[src/rtl/uart_transmitter.sv]
// uart_transmitter: serializes one DATA_WIDTH-bit word per request into a UART frame
// Frame: start(0), data LSB first, optional parity, stop(1); each bit lasts eff_prescale clocks.
// Ports: clk, reset (sync, active-high), parity_type (0 even / 1 odd), parity_enable,
//   prescale[5:0] (clocks per bit), data_valid, parallel_data[DATA_WIDTH-1:0],
//   serial_data_out (registered line, idles high), busy.
// Define UART_TX_TWO_STOP_BITS_EN for two stop bits; one stop bit otherwise.
module uart_transmitter #(
  parameter int DATA_WIDTH = 8
) (
  input  logic                  clk,
  input  logic                  reset,
  input  logic                  parity_type,
  input  logic                  parity_enable,
  input  logic [5:0]            prescale,
  input  logic                  data_valid,
  input  logic [DATA_WIDTH-1:0] parallel_data,
  output logic                  serial_data_out,
  output logic                  busy
);
  localparam int IW = $clog2(DATA_WIDTH);
  typedef enum logic [2:0] {IDLE, START, DATA, PARITY, STOP} state_t;
  state_t state_q, state_d;
  logic [5:0] cnt_q, cnt_d, pre_q, pre_d;
  logic [IW-1:0] idx_q, idx_d;
  logic [DATA_WIDTH-1:0] data_q, data_d;
  logic ptype_q, ptype_d, pen_q, pen_d, line_q, line_d, busy_q, busy_d, tc;
`ifdef UART_TX_TWO_STOP_BITS_EN
  logic stop2_q, stop2_d;
`endif
  always_ff @(posedge clk) begin
    if (reset) begin
      state_q <= IDLE;
      cnt_q   <= '0;
      pre_q   <= '0;
      idx_q   <= '0;
      data_q  <= '0;
      ptype_q <= 1'b0;
      pen_q   <= 1'b0;
      line_q  <= 1'b1;
      busy_q  <= 1'b0;
`ifdef UART_TX_TWO_STOP_BITS_EN
      stop2_q <= 1'b0;
`endif
    end else begin
      state_q <= state_d;
      cnt_q   <= cnt_d;
      pre_q   <= pre_d;
      idx_q   <= idx_d;
      data_q  <= data_d;
      ptype_q <= ptype_d;
      pen_q   <= pen_d;
      line_q  <= line_d;
      busy_q  <= busy_d;
`ifdef UART_TX_TWO_STOP_BITS_EN
      stop2_q <= stop2_d;
`endif
    end
  end
  always_comb begin
    state_d = state_q;
    cnt_d   = cnt_q;
    pre_d   = pre_q;
    idx_d   = idx_q;
    data_d  = data_q;
    ptype_d = ptype_q;
    pen_d   = pen_q;
`ifdef UART_TX_TWO_STOP_BITS_EN
    stop2_d = stop2_q;
`endif
    tc = cnt_q == pre_q - 6'd1;
    if (state_q == IDLE) begin
      if (data_valid) begin
        state_d = START;
        cnt_d   = '0;
        data_d  = parallel_data;
        ptype_d = parity_type;
        pen_d   = parity_enable;
        pre_d   = (prescale < 6'd2) ? 6'd1 : prescale;
      end
    end else begin
      cnt_d = tc ? 6'd0 : cnt_q + 6'd1;
      if (tc)
        case (state_q)
          START: begin
            state_d = DATA;
            idx_d   = '0;
          end
          DATA:
            if (idx_q == IW'(DATA_WIDTH - 1)) state_d = pen_q ? PARITY : STOP;
            else idx_d = idx_q + IW'(1);
          PARITY: state_d = STOP;
`ifdef UART_TX_TWO_STOP_BITS_EN
          // stop2 toggles once per stop bit, so it is back at 0 when the frame ends
          default: begin
            stop2_d = ~stop2_q;
            if (stop2_q) state_d = IDLE;
          end
`else
          default: state_d = IDLE;
`endif
        endcase
    end
  end
  // line value follows the next state so it is registered alongside it
  always_comb begin
    line_d = (state_d == START)  ? 1'b0 :
             (state_d == DATA)   ? data_d[idx_d] :
             (state_d == PARITY) ? (^data_d) ^ ptype_d : 1'b1;
    busy_d = state_d != IDLE;
  end
  assign serial_data_out = line_q;
  assign busy = busy_q;
endmodule

[config.mk]
export PLATFORM = sky130hd
export DESIGN_NAME = uart_transmitter
export DESIGN_NICKNAME = d
export VERILOG_FILES = /design/src/rtl/uart_transmitter.sv
export SDC_FILE = /design/constraint.sdc
export NUM_CORES = 1
export LEC_CHECK = 0
export ABC_AREA = 1
export CORE_ASPECT_RATIO = 1.4
export CORE_MARGIN = 2
export CORE_UTILIZATION = 51
export DETAILED_ROUTE_END_ITERATION = 8
export GPL_TIMING_DRIVEN = 0
export PLACE_DENSITY = 0.76
export SYNTH_ARGS = -nofsm -noshare
export SYNTH_HDL_FRONTEND = slang
export SYNTH_SLANG_ARGS = --single-unit
[constraint.sdc]
create_clock -name clk -period 2 [get_ports clk]
set_input_delay 0.4 -clock clk [delete_from_list [all_inputs] [get_ports clk]]
set_output_delay 0.4 -clock clk [all_outputs]
set_load 0.01 [all_outputs]
* Yosys cells after proc, flatten, opt, wreduce, memory -nomap -nowiden
Cells that the tools add are included.
** Cells by class
- $add $sub $neg :: 3
- Magnitude comparators :: 2
- Equality and inequality tests :: 9
- Mux-type cells :: 23
- Bitwise logic cells :: 1
- Reductions and logical operators :: 4
** Operator list (number)
- $mux 3 :: 8
- $mux 6 :: 4
- $mux 8 :: 2
- $eq 3x2->1 const B :: 4
- $pmux 3 s3 :: 1
- $reduce_xor 8->1 :: 1
- $add 6x1->6 const B :: 1
- $eq 3x1->1 const B :: 2
- $eq 6x6->1 :: 1
- $lt 6x2->1 const B :: 1
- $mux 1 :: 6
- $pmux 3 s2 :: 1
- $sub 6x1->6 const B :: 1
- $lt 3x4->1 const B :: 1
- $add 3x1->3 const B :: 1
- $bmux 1 s3 :: 1
- $eq 3x3->1 const B :: 1
- $logic_not 3->1 :: 1
- $reduce_bool 3->1 :: 1
- $ne 2x2->1 const B :: 1
- $reduce_and 2->1 :: 1
- $xor 1x1->1 :: 1
** Storage, ports and cells
- Register bits :: 30
- Logic and storage cells :: 51

* Logic depth before layout (Yosys ltp)
- Word-level depth :: 9
- Depth in mapped cells :: 20

* Least setup slack after synthesis
No wires, ideal clock.
- Path type :: register to register
- Start :: register pre_q[0]
- End :: register line_q, in the netlist serial_data_out
- Arrival time :: 1.786 ns
- Path slack :: 0.100 ns
- Cell stages (with the launch flop) :: 16
- Buffers on the path :: 1
- Path through :: dfxtp_1 -> inv_2 -> ha_1 -> or2_0 -> nand2_1 -> nor2_1 -> nand3_2 -> nor2_2 -> buf_4 -> o211ai_1 -> o21ai_0 -> nand3_1 -> nand2_1 -> nand2_1 -> nand2_1 -> nand2_1
** Between the ends
- Word-level cells in the longest chain between the ends :: 8
- Elaborated cells between the ends (all ways) :: 14
- Those cells by class :: add/sub (1); eq/ne (4); mux (9)
** Ends and longest elaborated chain
- start, declared :: line 23 : logic [5:0] cnt_q, cnt_d, pre_q, pre_d;
- start signal, assigned :: line 47 : pre_q <= pre_d;
- $sub 6x1->6 * :: line 70 : tc = cnt_q == pre_q - 6'd1;
- $eq 6x6->1 * :: line 70
- $mux 3 :: line 82 : if (tc)
- $mux 3 :: line 71 : if (state_q == IDLE) begin
- $bmux 1 s3 / $eq 3x2->1 (equally long branches) :: line 107, 108
- $mux 1, on equally long branches :: line 107, 108
- $mux 1 :: line 107 : (state_d == DATA) ? data_d[idx_d] :
- $mux 1 * :: line 106 : line_d = (state_d == START) ? 1'b0 :
- end signal, assigned :: line 52 : line_q <= line_d;
- end, declared :: line 26 : logic ptype_q, ptype_d, pen_q, pen_d, line_q, line_d, busy_q, busy_d, tc;
Mark *: on every way between the ends. The rest lies on a longest branch, timed or not. The select of a mux whose other input is x is not followed.
A chain may end at the register's enable or synchronous reset.

* Worst setup path in the final report
Ends and elaborated chain as after synthesis.

==> results by group <==
Floorplanning
  • Die ar.: approximately 4300 um^2
  • Row cnt: 26
  • Die Y: ~77 um
  • IO Count: 21
  • Initial Util: 0.5343
  • Die W: 56.22 um
  • CORE AREA: 3643 um^2

Detailed routing
  • Drt drc: 0
  • WL final: approximately 4500 um
  • Wire per inst: between 10 and 15 um
  • Vias per std cell: around 5.1
  • Number of routed nets with antenna violations: 0
  • Vias: roughly 2000
  • Iteration-0 DRC Markers: 87
  • First drt pass iteration count: 6

Clocking
  • Clock latency on the worst-skew pair: between 0.2 and 0.3 ns
  • Root Driver: clkbuf_8
  • Clock Path Buffers: 2
  • CTS Hold Bufs: 0
  • Worst-path clk slew: roughly 0.060 ns
  • CTS tree: yes
  • H-tree Lvls: 2
  • # clock sinks: 30
  • CTS Buf Count: 5

Critical path
  • Critical path class: reg -> reg
  • Crit-path cells: inv_4, ha_4, or2_0, nand2_1, nor2_1, nand3_2, nor2_4, buf_6, o211ai_1, o21ai_2, nand3_1, nand2_1, nand2_1, nand2_1, nand2_1
  • R2R Setup Slk: approximately 0.015 ns
  • R2R Path End: serial_data_out
  • Largest stage delay on the critical path: around 0.36 ns
  • Crit Path Max Fanout: 5
  • Worst r2r path cells: 15
  • Critical-path top delay cell: dfxtp_4
  • Worst r2r src: pre_q[0]
  • Most frequent CP cell: nand2_1
  • Top Family by Delay on Critical Path: simple AND/OR/NAND/NOR gates
  • Crit path launch type: register
  • Crit path DAT: between 2 and 2.5 ns
  • Critical Path Sink Type: register
  • Buffers & Inverters on Critical Path: 2
  • Required @ worst endpoint: between 2 and 2.5 ns

Synthesis
  • Mux cell area share after synthesis: 0
  • Synth warn: 0
  • Simple-Gate Fraction of Synth Area: 0.4229
  • Mean post-synth cell area: roughly 6.0 um^2
  • Cell accounting for the most synthesized area: dfxtp_1
  • Post-Syn Area: between 1500 and 2000 um^2
  • Post-Synth XOR/XNOR Area: 0.008997
  • Compound-Gate Fraction of Synth Area: 0.1266
  • Syn Nets: between 300 and 400
  • Ranking of synthesized cells by area: dfxtp_1 31%, nand2_1 22%, inv_1 8.1%, nor2_1 6.7%, nand3_1 6.4%
  • Synth top area share: 0.3085
  • Post-Synthesis Cells: between 300 and 400
  • Largest family of logic cells by synthesized area: simple AND/OR/NAND/NOR gates
  • Sequential element share of the synthesized area: 0.3085
  • Synth Register Bits: 30
  • Post-synthesis cell type count: 30
  • Adder-cell share of the synthesized area: 0.01928

Min path
  • Hold Path End: pre_q[5]
  • Hold Crit Class: reg -> reg
  • Cells on Worst Hold Path: 2
  • Hold_sp: pre_q[5]

Global route
  • Grt ovf: 0
  • Global Route met3 Usage: 0.03541
  • GR peak layer: met2
  • Pin count of the biggest net entering global routing: 11
  • M1 GR Usage: 0.2325
  • Vias in the first global route: 1922
  • M2 GR Usage: 0.4447
  • GRT Util Overall: 0.2321
  • Global-route wire length before repair: 8052 um
  • Initial antenna violation count: 0

Flow run
  • Max-cap viol count: 0

Place
  • Final Wtd Congestion: 0.8338
  • Dpl hpwl: 3460 um
  • IO buf count: 20
  • Place WS: -0.4182 ns

Finish
  • Area growth, synth to finish: 23.46%
  • FILL cells: about 340
  • Most frequent cells in the layout: 111 x nand2_1, 41 x inv_1, 35 x nor2_1
  • Fin nets: 378
  • Commonest non-fill, non-tap cell in the layout: nand2_1
  • Share of cells above drive strength 1: 0.1429
  • Antenna cells: 0
  • Final core utilization: 0.6597

Timing
  • Worst setup slack after layout: ~0.015 ns
  • Period utilization: 0.9927
  • Final Hold Fails: 0
  • Fmax: a little over 500 MHz
  • Relative slew slack: 0.5889
  • Fin. max-slew vios: 0
  • Setup violators final: 0
  • Worst Max-Slew Pin Slew: just over 0.6 ns
  • Post-route minimum period: 1.985 ns
  • Unrepaired setup endpoints after global routing: true
  • Setup_tns: 0 ns
  • Clock skew: 0.004019 ns

Power
  • P per Cell Area: ~660 nW/um^2
  • Leak: between 1 and 1.5 nW
  • Worst VDD drop: between 0.7 and 0.8 mV

Status
  • Run status: complete, no violations
==> area by class of cell <==
type / instances / area, um^2 / area share
plain buffers: 6 / 48.80 / 0.02030
clock buffers: 7 / 86.33 / 0.03592
clock inverters: 1 / 5.005 / 0.002082
inverters: 47 / 178.9 / 0.07444
multi-input cells: 239 / 1175 / 0.4888
flip-flops and latches: 30 / 605.6 / 0.2520
well taps: 42 / 52.55 / 0.02186
repair buffers: 27 / 251.5 / 0.1046
==> cells in the mapped netlist <==
master	number
a21oi_1	12
a221oi_1	2
a31oi_1	1
buf_4	1
buf_6	1
buf_8	1
clkbuf_1	3
dfxtp_1	30
ha_1	3
inv_1	42
inv_2	5
nand2_1	113
nand2_2	10
nand3_1	25
nand3_2	1
nor2_1	35
nor2_2	3
nor2_4	1
nor2_8	1
o2111ai_1	1
o211ai_1	2
o21a_1	1
o21ai_0	17
o21ai_1	1
o21ai_2	4
o22ai_1	1
or2_0	1
or2_2	1
or4_1	1
xor2_1	2
==> worst max path at each step <==
| stage | start | end | slack [ns] | cells past startpoint |
|---|---|---|---|---|
| final | pre_q[0] | serial_data_out | 0.01 | 15 |
| after CTS | pre_q[0] | serial_data_out | -0.06 | 15 |
| after global routing | pre_q[0] | serial_data_out | -0.18 | 15 |
| after detailed placement | data_valid | serial_data_out | -0.42 | 19 |
| after floorplan | pre_q[0] | serial_data_out | 0.10 | 15 |
| after global placement | data_valid | serial_data_out | -0.39 | 19 |
==> worst reg2reg max path, stage by stage (launching register included) <==
cell	delay, ns
dfxtp_4	0.36
inv_4	0.04
ha_4	0.26
or2_0	0.10
nand2_1	0.05
nor2_1	0.11
nand3_2	0.14
nor2_4	0.19
buf_6	0.14
o211ai_1	0.09
o21ai_2	0.10
nand3_1	0.09
nand2_1	0.07
nand2_1	0.05
nand2_1	0.05
nand2_1	0.04
==> registers in the layout, summed over array words and instances, names as in the netlist <==
register         cells
serial_data_out      1
pen_q                1
idx_q                3
data_q               8
state_q              3
busy                 1
pre_q                6
cnt_q                6
ptype_q              1
==> through the flow <==
stage                     area (um^2)  power [mW]  cells  hold WS, ns
final                            2404       1.595    399       0.4808
after global routing             2404       1.698    399       0.5221
after CTS                        2375       1.602    398       0.4871
after detailed placement         2200       1.086    384       0.4763
after global placement           2200       1.075    384       0.4638
after floorplan                  1947      0.9653    322       0.4433
==> power breakdown <==
group          total (mW)  internal (mW)  leakage, nW  switching [mW]
Clock               0.504          0.277       0.0482           0.227
Sequential          0.661          0.636        0.247          0.0251
Combinational       0.431          0.176        0.900           0.254
Total                1.60           1.09         1.20           0.506
==> routing by layer <==
layer  wire (um)  up-vias
met2        2491       23
li1            -     1072
met4         124        0
met3         103       11
met1        1806      926
met5           0        -
==> logic make-up after synthesis <==
kind of cell	after synthesis
buf+inv	53
simple gates	192
xor+xnor	2
flops	30
compound gates	42
fa+ha+maj	3
==> timing repair <==
item                                    in CTS  in global routing
endpoints found under the setup margin       7                  7
resized for setup                           15                  7
gates cloned                                 1                  0
pin swaps                                    6                  8
setup buffers                                5                  2
(Power assumes the default switching activity.)
